**src/rtl/run_ctl_pkg.sv**
```systemverilog
// Shared types and counter-width helpers for the run/reset sequencer.
package run_ctl_pkg;

    typedef enum logic [1:0] {
        S_OFF  = 2'd0,
        S_HOLD = 2'd1,
        S_ARM  = 2'd2,
        S_RUN  = 2'd3
    } run_state_e;

    // Bits needed to hold 0..max_count.
    function automatic int unsigned cnt_width(input int unsigned max_count);
        return (max_count == 0) ? 1 : $clog2(max_count + 1);
    endfunction

    function automatic int unsigned hold_cnt_width(input int unsigned hold_cycles,
                                                   input int unsigned arm_cycles);
        return cnt_width((hold_cycles > arm_cycles) ? hold_cycles : arm_cycles);
    endfunction

endpackage

```
**src/rtl/switch_debouncer.sv**
```systemverilog
// Two-flop synchroniser followed by a stable-count debouncer for one switch.
module switch_debouncer
    import run_ctl_pkg::*;
#(
    parameter int unsigned DEBOUNCE_CYCLES = 200000
) (
    input  logic clk,
    input  logic rst,
    input  logic raw,
    output logic level
);

    localparam int unsigned CW = cnt_width(DEBOUNCE_CYCLES);
    localparam logic [CW-1:0] CNT_LAST = CW'(DEBOUNCE_CYCLES - 1);

    logic          sync_q1;
    logic          sync_q2;
    logic [CW-1:0] cnt_q;
    logic [CW-1:0] cnt_nxt;
    logic          level_nxt;

    // A differing sample must persist for DEBOUNCE_CYCLES cycles before it is taken.
    always_comb begin
        level_nxt = level;
        cnt_nxt   = '0;
        if (sync_q2 != level) begin
            if (cnt_q >= CNT_LAST) begin
                level_nxt = sync_q2;
            end else begin
                cnt_nxt = cnt_q + CW'(1);
            end
        end
    end

    always_ff @(posedge clk) begin
        if (rst) begin
            sync_q1 <= 1'b0;
            sync_q2 <= 1'b0;
            cnt_q   <= '0;
            level   <= 1'b0;
        end else begin
            sync_q1 <= raw;
            sync_q2 <= sync_q1;
            cnt_q   <= cnt_nxt;
            level   <= level_nxt;
        end
    end

endmodule

```
**src/rtl/run_reset_sequencer.sv**
```systemverilog
// Conditions the front-panel switches and sequences 68000 /RESET and /HALT
// so the CPU sees a full reset-hold period before it is released to run.
module run_reset_sequencer
    import run_ctl_pkg::*;
#(
    parameter int unsigned DEBOUNCE_CYCLES   = 200000,
    parameter int unsigned RESET_HOLD_CYCLES = 2000000,
    parameter int unsigned ARM_CYCLES        = 16
) (
    input  logic MCLK_IN,
    input  logic RESET_IN,
    input  logic RUN_SW_IN,
    input  logic STEP_SW_IN,
    input  logic STEPEN_SW_IN,
    output logic RUN,
    output logic STEP,
    output logic STEPEN,
    output logic CPU_RESET,
    output logic CPU_HALT
);

    localparam int unsigned HW = hold_cnt_width(RESET_HOLD_CYCLES, ARM_CYCLES);
    localparam logic [HW-1:0] HOLD_LAST = HW'(RESET_HOLD_CYCLES - 1);
    localparam logic [HW-1:0] ARM_LAST  = HW'(ARM_CYCLES - 1);

    logic          run_db;
    run_state_e    state_q;
    run_state_e    state_nxt;
    logic [HW-1:0] cnt_q;
    logic [HW-1:0] cnt_nxt;
    logic          run_nxt;
    logic          cpu_reset_nxt;

    switch_debouncer #(.DEBOUNCE_CYCLES(DEBOUNCE_CYCLES)) u_run_db (
        .clk   (MCLK_IN),
        .rst   (RESET_IN),
        .raw   (RUN_SW_IN),
        .level (run_db)
    );

    switch_debouncer #(.DEBOUNCE_CYCLES(DEBOUNCE_CYCLES)) u_step_db (
        .clk   (MCLK_IN),
        .rst   (RESET_IN),
        .raw   (STEP_SW_IN),
        .level (STEP)
    );

    switch_debouncer #(.DEBOUNCE_CYCLES(DEBOUNCE_CYCLES)) u_stepen_db (
        .clk   (MCLK_IN),
        .rst   (RESET_IN),
        .raw   (STEPEN_SW_IN),
        .level (STEPEN)
    );

    // Next state and counter; dropping RUN aborts from any active state.
    always_comb begin
        state_nxt = state_q;
        cnt_nxt   = '0;
        unique case (state_q)
            S_OFF: begin
                if (run_db) state_nxt = S_HOLD;
            end
            S_HOLD: begin
                if (!run_db) begin
                    state_nxt = S_OFF;
                end else if (cnt_q >= HOLD_LAST) begin
                    state_nxt = S_ARM;
                end else begin
                    cnt_nxt = cnt_q + HW'(1);
                end
            end
            S_ARM: begin
                if (!run_db) begin
                    state_nxt = S_OFF;
                end else if (cnt_q >= ARM_LAST) begin
                    state_nxt = S_RUN;
                end else begin
                    cnt_nxt = cnt_q + HW'(1);
                end
            end
            S_RUN: begin
                if (!run_db) state_nxt = S_OFF;
            end
            default: state_nxt = S_OFF;
        endcase
    end

    // Outputs are decoded from the next state so they land with the state change.
    always_comb begin
        run_nxt       = 1'b0;
        cpu_reset_nxt = 1'b1;
        if (state_nxt == S_ARM || state_nxt == S_RUN) run_nxt = 1'b1;
        if (state_nxt == S_RUN) cpu_reset_nxt = 1'b0;
    end

    always_ff @(posedge MCLK_IN) begin
        if (RESET_IN) begin
            state_q   <= S_OFF;
            cnt_q     <= '0;
            RUN       <= 1'b0;
            CPU_RESET <= 1'b1;
            CPU_HALT  <= 1'b1;
        end else begin
            state_q   <= state_nxt;
            cnt_q     <= cnt_nxt;
            RUN       <= run_nxt;
            CPU_RESET <= cpu_reset_nxt;
            CPU_HALT  <= cpu_reset_nxt;
        end
    end

endmodule

```
**config.mk**
```make
export PLATFORM = sky130hd
export DESIGN_NAME = run_reset_sequencer
export DESIGN_NICKNAME = d
export VERILOG_FILES = /design/src/rtl/run_ctl_pkg.sv /design/src/rtl/switch_debouncer.sv /design/src/rtl/run_reset_sequencer.sv
export SDC_FILE = /design/constraint.sdc
export NUM_CORES = 1
export LEC_CHECK = 0
export ABC_AREA = 1
export CAP_MARGIN = 15
export CORE_ASPECT_RATIO = 0.5
export CORE_MARGIN = 10
export CORE_UTILIZATION = 60
export CTS_BUF_LIST = sky130_fd_sc_hd__clkbuf_8
export DETAILED_ROUTE_END_ITERATION = 10
export PLACE_DENSITY = 0.77
export RECOVER_POWER = 25
export SYNTH_ARGS = -nofsm -noshare
export SYNTH_HDL_FRONTEND = slang
export SYNTH_SLANG_ARGS = --single-unit
```
**constraint.sdc**
```tcl
create_clock -name MCLK_IN -period 4.3 [get_ports MCLK_IN]
set_input_delay 1.075 -clock MCLK_IN [delete_from_list [all_inputs] [get_ports MCLK_IN]]
set_output_delay 1.075 -clock MCLK_IN [all_outputs]
set_load 0.03 [all_outputs]
```
==> flow_summary.toml <==
[power]
worst_ir_drop_vdd_mv = 0.245
power_density_mw_per_mm2 = 305
power.leakage_nw = 1.72

[synthesis]
synth_net_count = 614
synth_top_cells_by_area = "dfxtp_1 (40%), nand2_1 (9.7%), nor2_1 (9.5%)"
asyncSetResetFlopFracSynth_pct = 0
synth_top_cell_by_area = "dfxtp_1"
synth_enable_flop_cells = 0
synth-main-ff-cell = "dfxtp_1"
postSynthAreaPerCell_um2 = 7.34
yosysTopAreaCellShare_pct = 39.5
postSynthRegisterBits = 87
synth_area_mm2 = 0.00441
post_synthesis_instance_total = 601
synthDistinctLibCells = 37
yosysWarnings = 0
seq_area_frac_synth_pct = 39.5

[global_routing]
globalRoute.totalOverflow = 0
antenna_found_initial = 0
grt_first_pass_wirelength_um = 14000
grt_start_max_net_pins = 21
grt_usage_pct = 14.7
via_count_of_the_first_global_routing_pass = 3298

[floorplan]
chipHeight_um = 80.6
std_cell_rows = 21
io_pins = 10
design.core.area_mm2 = 0.00691
floorplan.die.width_um = 141
design.die.area_mm2 = 0.0114
floorplan.initialDensity_pct = 63.8

[detailed_routing]
via_count = 3592
vias_per_instance = 5.07
drc = 0
count_of_tritonroute_iterations_in_the_first_routing_pass = 4
dr.first_iter.drc_count = 169
drt-total-wl_um = 7700
antenna_violating_nets_post_route = 0
avgRoutedWirePerCell_um = 10.9

[sta]
worst_pin_slew_ns = 2.05
totalNegativeSetupSlack_ns = 0
relative_slew_slack_pct = -38.2
hold_slack_ns = 0.411
grt_setup_unrepaired = "no"
final-setup-viol-count = 0
timing.fmax_ghz = 0.336
post_route_clock_period_utilization_pct = 69.3
layout_min_cycle_time_ns = 2.98
finalHoldViolCount = 0
slew_violations = 19
final.setup_skew_ns = 0.00500
postLayoutSetupSlackWorst_ns = 1.32

[cts]
cts_setup_buffers = 0
cts-buffers-inserted = 9
clock_latency_ns = 0.36
cts_repair_resize_count = 0
cts-hold-fix-buffers = 0
max-clock-path-buffers = 2
cts_tree = "done"
h_tree_depth = 3
clk_transition_reported_paths_ns = 0.08
clk_root_buffer_cell = "clkbuf_8"
cts_num_sinks = 87

[layout]
nNetsFinal = 625
diodes = 0
synthToLayoutAreaGrowth_pct = 7.24
fillerInstances = 578
layout_cell_share_with_drive_strength_beyond_1_pct = 10.2

[place]
numPortBuffers = 9
preCtsSetupSlack_ns = 1.56
place.gp.congestion = 0.853
dp_hpwl_um = 5700

[job]
maximum_capacitance_violations = 1

[critical_path]
critPathKind = "register to register"
r2r-start = "u_stepen_db.cnt_q[0]$_SDFF_PP0_"
worstPathRequired_ns = 4.47
reg2reg_to = "u_stepen_db.cnt_q[11]$_SDFF_PP0_"
maximum_fanout_along_the_worst_path = 18
worst-endpoint-arrival_ns = 3.15
r2r_slack_ns = 1.32
worst_setup_path_start_kind = "register"
timing.critical_path.to_type = "register"
reg2regPathDepth = 8

[status]
run_status = "finished with violations"
violations = "max-capacitance violations, max-slew violations"

[worst_hold_path]
hold_class = "register to register"
timing.hold.worst_path_depth = 2
hp-start = "u_step_db.sync_q1$_SDFF_PP0_"
holdPathEnd = "u_step_db.sync_q2$_SDFF_PP0_"
-- state kept, by name (all words and copies together), names as in the netlist --
name                 flops
cnt_q                   21
u_run_db.cnt_q          18
u_step_db.cnt_q         18
u_stepen_db.cnt_q       18
CPU_HALT                 1
RUN                      1
state_q                  1
u_run_db.level           1
u_run_db.sync_q1         1
u_run_db.sync_q2         1
u_step_db.level          1
u_step_db.sync_q1        1
u_step_db.sync_q2        1
u_stepen_db.level        1
u_stepen_db.sync_q1      1
u_stepen_db.sync_q2      1
-- cells by family after synthesis --
family / Yosys count / share of synthesized area (%)
compound gates: 45 / 6.02
buf+inv: 83 / 8.06
xor+xnor: 39 / 7.75
fa+ha+maj: 8 / 2.27
simple gates: 339 / 36.4
flops: 87 / 39.5
-- how the worst max path moves through the flow --
stage / start / depth (start not counted) / endpoint
after floorplan: RESET_IN / 5 / u_step_db.cnt_q[11]$_SDFF_PP0_
after global placement: RESET_IN / 4 / u_step_db.cnt_q[2]$_SDFF_PP0_
after detailed placement: RESET_IN / 4 / u_step_db.cnt_q[6]$_SDFF_PP0_
after CTS: u_step_db.level$_SDFFE_PP0P_ / 1 / STEP
after global routing: u_stepen_db.cnt_q[0]$_SDFF_PP0_ / 8 / u_stepen_db.cnt_q[8]$_SDFF_PP0_
final: u_stepen_db.cnt_q[0]$_SDFF_PP0_ / 8 / u_stepen_db.cnt_q[11]$_SDFF_PP0_
-- routing by layer --
layer / track usage (%) / share of wire [%] / vias up / wire [µm]
met5: 0 / 0 / - / 0
met4: 5.64 / 1.6 / 0 / 125
met3: 4.29 / 3.3 / 17 / 255
met2: 24.2 / 45 / 35 / 3430
met1: 17.8 / 50 / 1614 / 3880
li1: - / - / 1926 / -
-- layout by cell type (no fill, tap or decap), types with 4 or more instances in the layout --
cell	count
nand2_1	114
nor2_1	112
dfxtp_1	87
inv_1	71
xor2_1	31
nand3_1	30
nor3_1	20
a21oi_1	20
nor2_2	15
nand4_1	14
o21ai_0	14
clkbuf_8	10
xnor2_1	8
ha_1	8
clkdlybuf4s50_1	8
nand3_2	7
a31oi_1	6
or2_2	5
inv_2	4
nor2_4	4
-- synth_stat cells (3+ instances only) --
library cell    n
nand2_1       114
nor2_1        112
dfxtp_1        87
inv_1          70
xor2_1         31
nand3_1        29
nor3_1         20
a21oi_1        19
nor2_2         15
nand4_1        14
o21ai_0        13
ha_1            8
nand3_2         8
xnor2_1         8
a31oi_1         6
or2_2           5
buf_6           4
inv_2           4
nor2_4          4
buf_4           3
nand2_2         3
nor3_2          3
or2_0           3
-- area by class of cell --
class                           instances  area (µm²)  area share (%)
Clock inverter                          5        73.8            1.56
Timing Repair Buffer                    9        90.1            1.91
Inverter                               74         278            5.87
Multi-Input combinational cell        431        2290            48.5
Tap cell                               92         115            2.43
Clock buffer                           10         138            2.91
Sequential cell                        87        1740            36.8
-- power by group --
part	switching [mW]	internal (mW)	total (mW)
logic	0.0135	0.00903	0.0225
registers	0.00309	0.809	0.812
clock network	0.271	0.336	0.607
total	0.288	1.15	1.44
-- metrics by stage --
| step | utilization (%) | instances | power [mW] | area [µm²] |
|---|---|---|---|---|
| final | 68.4 | 708 | 1.44 | 4730 |
| after global routing | 68.4 | 708 | 1.50 | 4730 |
| after CTS | 68.7 | 708 | 1.46 | 4750 |
| after detailed placement | 65.7 | 693 | 0.855 | 4540 |
| after global placement | 65.7 | 693 | 0.854 | 4540 |
| after floorplan | - | 601 | 0.848 | 4410 |
-- worst max-delay path: stages (launching register included) --
cell	delay (ns)
dfxtp_1	0.38
ha_1	0.21
nand3_2	0.12
nor2_4	0.14
nor2_1	0.06
o21bai_2	0.10
a21oi_1	0.11
o21ai_0	1.56
nor2_1	0.10
Power figures use the tool's default switching activity.
